==> config.mk <==
export PLATFORM = sky130hd
export DESIGN_NAME = debounce_multi_flat
export DESIGN_NICKNAME = d
export VERILOG_FILES = /design/src/rtl/debounce_multi_if.sv /design/src/rtl/debounce_multi.sv /design/src/flat_wrapper.sv
export SDC_FILE = /design/constraint.sdc
export NUM_CORES = 1
export LEC_CHECK = 0
export ABC_CLOCK_PERIOD_IN_PS = 7900
export BUFFER_PORTS_ARGS = -buffer_cell sky130_fd_sc_hd__clkbuf_2
export CORE_MARGIN = 2
export CORE_UTILIZATION = 35
export DETAILED_ROUTE_END_ITERATION = 8
export MAX_ROUTING_LAYER = met4
export SLEW_MARGIN = 20
export SYNTH_ARGS = -nofsm -noshare
export SYNTH_HDL_FRONTEND = slang
export SYNTH_SLANG_ARGS = --single-unit
==> constraint.sdc <==
create_clock -name clk -period 7.9 [get_ports clk]
set_input_delay 0.79 -clock clk [delete_from_list [all_inputs] [get_ports clk]]
set_output_delay 0.79 -clock clk [all_outputs]
set_load 0.005 [all_outputs]
==> src/rtl/debounce_multi_if.sv <==
// Board-side bundle for debounce_multi: raw switch inputs in, debounced levels and tick pulses out.
interface debounce_multi_if #(
    parameter int unsigned CHANNELS = 4
);
    logic [CHANNELS-1:0] sw;
    logic [CHANNELS-1:0] db_level;
    logic [CHANNELS-1:0] rise_tick;
    logic [CHANNELS-1:0] fall_tick;
    logic [CHANNELS-1:0] rpt_tick;
    logic                any_tick;

    modport master (
        output sw,
        input  db_level, rise_tick, fall_tick, rpt_tick, any_tick
    );

    modport slave (
        input  sw,
        output db_level, rise_tick, fall_tick, rpt_tick, any_tick
    );
endinterface

==> src/rtl/debounce_multi.sv <==
// Multi-channel switch debouncer: per-channel synchroniser, press/release debounce FSM,
// rise/fall tick pulses and optional auto-repeat while held.
module debounce_multi #(
    parameter int unsigned CHANNELS = 4,
    parameter int unsigned N        = 20,
    parameter int unsigned LIMIT    = 2**20-1,
    parameter int unsigned RW       = 24,
    parameter int unsigned REPEAT   = 0
) (
    input  logic            clk,
    input  logic            reset,
    debounce_multi_if.slave bus
);
    // state[1] doubles as the debounced level
    localparam logic [1:0] ZERO  = 2'b00;
    localparam logic [1:0] WAIT1 = 2'b01;
    localparam logic [1:0] ONE   = 2'b10;
    localparam logic [1:0] WAIT0 = 2'b11;

    localparam logic [N-1:0] LIMIT_N = N'(LIMIT);

    logic [CHANNELS-1:0] s1, s;
    logic [1:0]          state     [CHANNELS];
    logic [1:0]          state_nxt [CHANNELS];
    logic [N-1:0]        cnt       [CHANNELS];
    logic [N-1:0]        cnt_nxt   [CHANNELS];
    logic [CHANNELS-1:0] rise_nxt, fall_nxt, level;
    logic [CHANNELS-1:0] rise_q, fall_q;
    logic                any_q;

    always_comb begin
        for (int unsigned i = 0; i < CHANNELS; i++) begin
            state_nxt[i] = state[i];
            cnt_nxt[i]   = cnt[i];
            rise_nxt[i]  = 1'b0;
            fall_nxt[i]  = 1'b0;
            level[i]     = state[i][1];
            case (state[i])
                ZERO: if (s[i]) begin
                    state_nxt[i] = WAIT1;
                    cnt_nxt[i]   = LIMIT_N;
                end
                WAIT1: if (!s[i]) begin
                    state_nxt[i] = ZERO;
                end else if (cnt[i] == N'(1)) begin
                    state_nxt[i] = ONE;
                    cnt_nxt[i]   = '0;
                    rise_nxt[i]  = 1'b1;
                end else begin
                    cnt_nxt[i] = cnt[i] - N'(1);
                end
                ONE: if (!s[i]) begin
                    state_nxt[i] = WAIT0;
                    cnt_nxt[i]   = LIMIT_N;
                end
                WAIT0: if (s[i]) begin
                    state_nxt[i] = ONE;
                end else if (cnt[i] == N'(1)) begin
                    state_nxt[i] = ZERO;
                    cnt_nxt[i]   = '0;
                    fall_nxt[i]  = 1'b1;
                end else begin
                    cnt_nxt[i] = cnt[i] - N'(1);
                end
                default: begin
                    state_nxt[i] = ZERO;
                    cnt_nxt[i]   = '0;
                end
            endcase
        end
    end

    always_ff @(posedge clk or posedge reset) begin
        if (reset) begin
            s1     <= '0;
            s      <= '0;
            rise_q <= '0;
            fall_q <= '0;
            any_q  <= 1'b0;
            for (int unsigned i = 0; i < CHANNELS; i++) begin
                state[i] <= ZERO;
                cnt[i]   <= '0;
            end
        end else begin
            s1     <= bus.sw;
            s      <= s1;
            state  <= state_nxt;
            cnt    <= cnt_nxt;
            rise_q <= rise_nxt;
            fall_q <= fall_nxt;
            any_q  <= |{rise_nxt, fall_nxt};
        end
    end

    generate
        if (REPEAT > 0) begin : g_repeat
            localparam logic [RW-1:0] REPEAT_N = RW'(REPEAT);
            logic [RW-1:0]       rcnt [CHANNELS];
            logic [CHANNELS-1:0] rpt_q;

            // Every entry into ONE (fresh press or aborted release) restarts a full period
            always_ff @(posedge clk or posedge reset) begin
                if (reset) begin
                    rpt_q <= '0;
                    for (int unsigned i = 0; i < CHANNELS; i++) rcnt[i] <= '0;
                end else begin
                    rpt_q <= '0;
                    for (int unsigned i = 0; i < CHANNELS; i++) begin
                        if (state_nxt[i] == ONE && state[i] != ONE) begin
                            rcnt[i] <= REPEAT_N;
                        end else if (state[i] == ONE && s[i]) begin
                            if (rcnt[i] == RW'(1)) begin
                                rpt_q[i] <= 1'b1;
                                rcnt[i]  <= REPEAT_N;
                            end else begin
                                rcnt[i] <= rcnt[i] - RW'(1);
                            end
                        end
                    end
                end
            end
            assign bus.rpt_tick = rpt_q;
        end else begin : g_no_repeat
            assign bus.rpt_tick = '0;
        end
    endgenerate

    assign bus.db_level  = level;
    assign bus.rise_tick = rise_q;
    assign bus.fall_tick = fall_q;
    assign bus.any_tick  = any_q;
endmodule

==> src/flat_wrapper.sv <==
// flat-port wrapper written by rule: the top's interface ports become plain ports
module debounce_multi_flat 
#(
    parameter int unsigned CHANNELS = 4,
    parameter int unsigned N        = 20,
    parameter int unsigned LIMIT    = 2**20-1,
    parameter int unsigned RW       = 24,
    parameter int unsigned REPEAT   = 0
)
  (clk, reset, bus_sw, bus_db_level, bus_rise_tick, bus_fall_tick, bus_rpt_tick, bus_any_tick);
  debounce_multi_if #(.CHANNELS(CHANNELS)) bus_i ();
  input  logic clk;
  input  logic reset;
  input wire logic [$bits(bus_i.sw)-1:0] bus_sw;
  output wire logic [$bits(bus_i.db_level)-1:0] bus_db_level;
  output wire logic [$bits(bus_i.rise_tick)-1:0] bus_rise_tick;
  output wire logic [$bits(bus_i.fall_tick)-1:0] bus_fall_tick;
  output wire logic [$bits(bus_i.rpt_tick)-1:0] bus_rpt_tick;
  output wire logic [$bits(bus_i.any_tick)-1:0] bus_any_tick;
  assign bus_i.sw = bus_sw;
  assign bus_db_level = bus_i.db_level;
  assign bus_rise_tick = bus_i.rise_tick;
  assign bus_fall_tick = bus_i.fall_tick;
  assign bus_rpt_tick = bus_i.rpt_tick;
  assign bus_any_tick = bus_i.any_tick;
  debounce_multi #(.CHANNELS(CHANNELS), .N(N), .LIMIT(LIMIT), .RW(RW), .REPEAT(REPEAT)) u_core (.clk(clk), .reset(reset), .bus(bus_i));
endmodule
## Word level (Yosys, flattened, before mapping)

Cells that the tools add are included.

| storage, ports and cells | value |
|---|---|
| register bits | 105 |
| bits in latches | 0 |
| memory bits (writable) | 0 |
| memory bits (read-only) | 0 |
| bits of input ports | 6 |
| output and inout bits | 17 |
| memories kept | 0 |

| cells by class | value |
|---|---|
| $add $sub $neg | 4 |
| $mul | 0 |
| div/mod/pow operators | 0 |
| magnitude comparators | 0 |
| equality and inequality tests | 40 |
| shifts and indexed selects | 0 |
| mux-type cells | 72 |
| bitwise logic cells | 0 |
| reductions and logical operators | 13 |

Operators by type and width:

| kind | number |
|---|---|
| $mux 20 | 20 |
| $pmux 20 s4 | 4 |
| $eq 20x1->1 const B | 4 |
| $sub 20x1->20 const B | 4 |
| $mux 2 | 24 |
| $pmux 2 s4 | 4 |
| $reduce_and 4->1 | 8 |
| $mux 1 | 20 |
| $eq 2x2->1 const B | 8 |
| $ne 2x1->1 const B | 8 |
| $ne 2x2->1 const B | 8 |
| $ne 3x1->1 const B | 4 |
| $ne 3x3->1 const B | 4 |
| $eq 2x1->1 const B | 4 |
| $logic_not 2->1 | 4 |
| $reduce_or 8->1 | 1 |

## Longest topological paths before layout

| depth | value |
|---|---|
| depth in word-level cells | 5 |
| mapped depth | 8 |
| mapped depth without buffers | 7 |

## Least setup slack after synthesis

No wires, ideal clock.

| path | value |
|---|---|
| kind | register to register |
| start | register u_core.cnt[20] in the netlist's numbering |
| end | register u_core.cnt[34] in the netlist's numbering |
| arrival | 2163 ps |
| data required time | 7758 ps |
| slack | 5594 ps |
| cell stages (with the launch flop) | 9 |
| path buffers | 1 |
| period minus slack after synthesis | 2306 ps |
| path through | dfrtp_1 -> inv_1 -> ha_1 -> or3b_2 -> clkbuf_1 -> or4_4 -> o2bb2a_1 -> o21ai_1 -> o311ai_1 |

| between the ends | value |
|---|---|
| longest elaborated chain between the ends | 4 |

RTL lines:

| what | RTL line | source |
|---|---|---|
| start, declared | debounce_multi.sv:25 | `logic [N-1:0] cnt [CHANNELS];` |
| start signal, assigned | debounce_multi.sv:88 | `cnt <= cnt_nxt;` |
| $sub 20x1->20 / $eq 20x1->1 (equally long branches) | - |  |
| $mux 20 (*) | debounce_multi.sv:45, debounce_multi.sv:58 |  |
| $mux 20 (on tied branches) | debounce_multi.sv:56, debounce_multi.sv:43 |  |
| $pmux 20 s4 (*) | debounce_multi.sv:38 | `case (state[i])` |

Every way passes the cells marked *; elsewhere a longest branch is shown, timed or not. The select of a mux whose other input is x is not followed.
A chain may end at the register's enable or synchronous reset.

==> summary.txt <==
Clock network
  – CTS tree: yes
  – Clock Path Buffers: 2
  – CTS buffer count: 9
  – CTS clk-pin slew, worst paths: roughly 0.070 ns
  – Setup bufs post-CTS: 0
  – Clk sink count: between 100 and 150
  – CTS H-tree lvls: 3
  – Post-CTS Hold Buffers: 0
  – Root buffer cell: clkbuf_16
  – # resized after CTS: 0
  – Clock latency on the worst-skew pair: between 0.3 and 0.4 ns

Pwr
  – PwrDens: 185.7 mW/mm^2
  – Tot Pwr: 1126 uW
  – Max IR drop VDD: around 110 uV
  – Leakage: 0.002128 uW

Global route
  – Initial antenna violation count: 0
  – Vias in the first global route: 4262
  – Largest net degree at the start of global routing: just over 80
  – GR Util All Layers: 0.1606
  – First-pass GRT wire length: roughly 21000 um
  – GRT overflow: 0

Place
  – Gpl congestion: around 0.88
  – IO buf count: 18
  – Detail Placement HPWL: about 8300 um

Routing
  – Total wire length: between 10000 and 15000 um
  – Vias: ~4400
  – 1st-pass router iterations: 5
  – Avg WL per Cell: approximately 16 um
  – Via/cell ratio: around 5.7
  – ANT nets after route: 0
  – Initial DRC count: ~480
  – Post-route DRC violation count: 0

Floorplanning
  – Core footprint: between 0.015 and 0.02 mm^2
  – Height of the die: approximately 130 um
  – Die area: around 0.017 mm^2
  – Top Ports: 23
  – Die width: 129.2 um
  – FP Rows: 45
  – Starting Density: 0.3593

Critical path
  – Startpoint types: flop
  – Setup CP Type: reg2reg
  – Worst endpoint required time: ~8.1 ns
  – Max Fanout on Critical Path: 19
  – Crit end category: flop
  – FF-to-FF setup slack: about 5.3 ns
  – Reg-to-reg startpoint: u_core.cnt[56]
  – Worst-case reg-to-reg path depth: 5
  – Critical Path AT: roughly 2.9 ns

Logic synthesis
  – Ys flop type: dfrtp_1
  – Syn_area_per_cell: 9.933 um^2
  – Post-synth EDFFs: 0
  – Post-Synthesis Cells: 552
  – Async set or reset register ratio after synthesis: 1.000
  – Synth Register Bits: roughly 110
  – Distinct cells, synth: 62
  – Warnings, synthesis: 0
  – Post-synthesis sequential area ratio: 0.4792
  – Synthesized cell area: around 0.0055 mm^2

Cells and area
  – Multi-input gate area: roughly 0.0027 mm^2
  – Area grow syn2layout: 10.59%
  – Commonest non-fill, non-tap cell in the layout: dfrtp_1
  – ANT cells: 0
  – Layout cells sized above 1: 0.1152
  – Fin nets: 573
  – Most frequent cells in the layout: dfrtp_1 (105), nand2_1 (57), o21ai_0 (30)
  – Register area: 0.002628 mm^2
  – Number of fillers in the final layout: between 1000 and 1500

Flow run
  – Maxcap violations: 0

STA
  – Final hold violation count: 0
  – Worst-margin pin slew: ~0.94 ns
  – Final hold slack: approximately 0.35 ns
  – Setup TNS: 0 ns
  – Pins Over Slew Limit: 0
  – Relative slew slack: 0.3655
  – Final Skew: roughly 0.011 ns
  – Finish-stage setup viols: 0
  – RSZ-0062 raised after global routing: no
  – Fin crit period: around 2.6 ns
  – Final worst path period share: 0.3338
  – Fmax: about 380 MHz

Worst hold path
  – HP Start: u_core.s1[3]
  – Hold Crit Class: reg2reg
  – WHS Path Cells: 0
  – Hold Crit Endpoint: u_core.s[3]

Run status
  – Outcome: complete, no violations
-- where the power goes --
part           leakage, uW  switching (uW)  internal [uW]  total, uW
sequential         0.00104            14.1            548        563
clock             0.000162             205            294        499
combinational     0.000931            42.3           21.9       64.2
-- area by class of cell --
class	instances	area share
tap	211	0.04354
clock inverter	5	0.01279
inverter	12	0.007842
multi-input combinational	408	0.4391
sequential	105	0.4333
clock buffer	11	0.04168
timing repair buffer	23	0.02167
-- Yosys cell counts, drive strengths merged (3+ instances only) --
cell type / number / share of area
or2: 7 / 0.0080
o41ai: 12 / 0.019
nand3: 28 / 0.026
xor2: 4 / 0.0064
or4: 21 / 0.031
a2bb2oi: 6 / 0.0096
a22o: 9 / 0.014
o31ai: 24 / 0.033
buf: 14 / 0.018
dfrtp: 105 / 0.48
nor3b: 8 / 0.011
clkbuf: 16 / 0.011
o21ai: 31 / 0.028
a211o: 3 / 0.0048
o211ai: 6 / 0.0082
nand2b: 9 / 0.010
and2: 4 / 0.0046
nor3: 22 / 0.026
or4b: 3 / 0.0055
inv: 12 / 0.0082
a21boi: 5 / 0.0068
nand2: 59 / 0.042
nand4: 12 / 0.014
nor2: 25 / 0.017
ha: 8 / 0.018
or3: 13 / 0.015
nor4: 13 / 0.024
o311ai: 18 / 0.029
a21oi: 24 / 0.022
xnor2: 4 / 0.0064
mux2: 4 / 0.0089
-- registers in the layout (all words and copies together), names as in the netlist, named ones only --
| signal | count |
|---|---|
| u_core.bus.any_tick | 1 |
| u_core.bus.fall_tick | 4 |
| u_core.bus.rise_tick | 4 |
| u_core.cnt | 80 |
| u_core.s | 4 |
| u_core.s1 | 4 |
| u_core.state | 4 |
-- metrics by stage --
| step | setup slack, ns | cells | util | instance area [um^2] |
|---|---|---|---|---|
| final | 5.263 | 775 | 0.3974 | 6063 |
| after global routing | 5.075 | 775 | 0.3974 | 6063 |
| after CTS | 5.302 | 775 | 0.3971 | 6060 |
| after detailed placement | 5.318 | 759 | 0.3755 | 5729 |
| after global placement | 5.397 | 759 | 0.3755 | 5729 |
| after floorplan | 4.349 | 555 | - | 5494 |
-- worst max-delay path by stage --
stage	startpoint	endpoint	cells after the start
floorplan	reset	asynchronous set/reset pin	1
global placement	u_core.cnt[42]	flop	5
detailed placement	u_core.cnt[42]	flop	5
CTS	u_core.cnt[42]	flop	5
global route	u_core.cnt[56]	flop	5
finish	u_core.cnt[56]	flop	5
-- metal layers --
metal	up-vias	routed length (um)	share of wire	track usage
met5	-	0	0	-
met3	19	471	0.039	0.03427
met2	111	5734	0.47	0.2455
met4	0	155	0.013	0.05051
li1	2125	-	-	-
met1	2172	5866	0.48	0.2142
-- kinds of logic after synthesis --
| logic type | count (synthesis) | synth area share |
|---|---|---|
| simple gates | 233 | 0.2481 |
| other cells | 1 | 0.0006840 |
| mux | 4 | 0.008899 |
| flops | 105 | 0.4792 |
| compound gates | 151 | 0.1949 |
| buf+inv | 42 | 0.03720 |
| fa+ha+maj | 8 | 0.01826 |
| xor+xnor | 8 | 0.01278 |
-- critical path, cell delays in order (launching register included) --
cell and delay (ns):
dfrtp_1 0.40, nor3_1 0.34, nand4_1 0.32, nor4_4 0.90, nand2_1 0.23, mux2_2 0.32
Note: power is estimated with default switching activity, not from simulation.
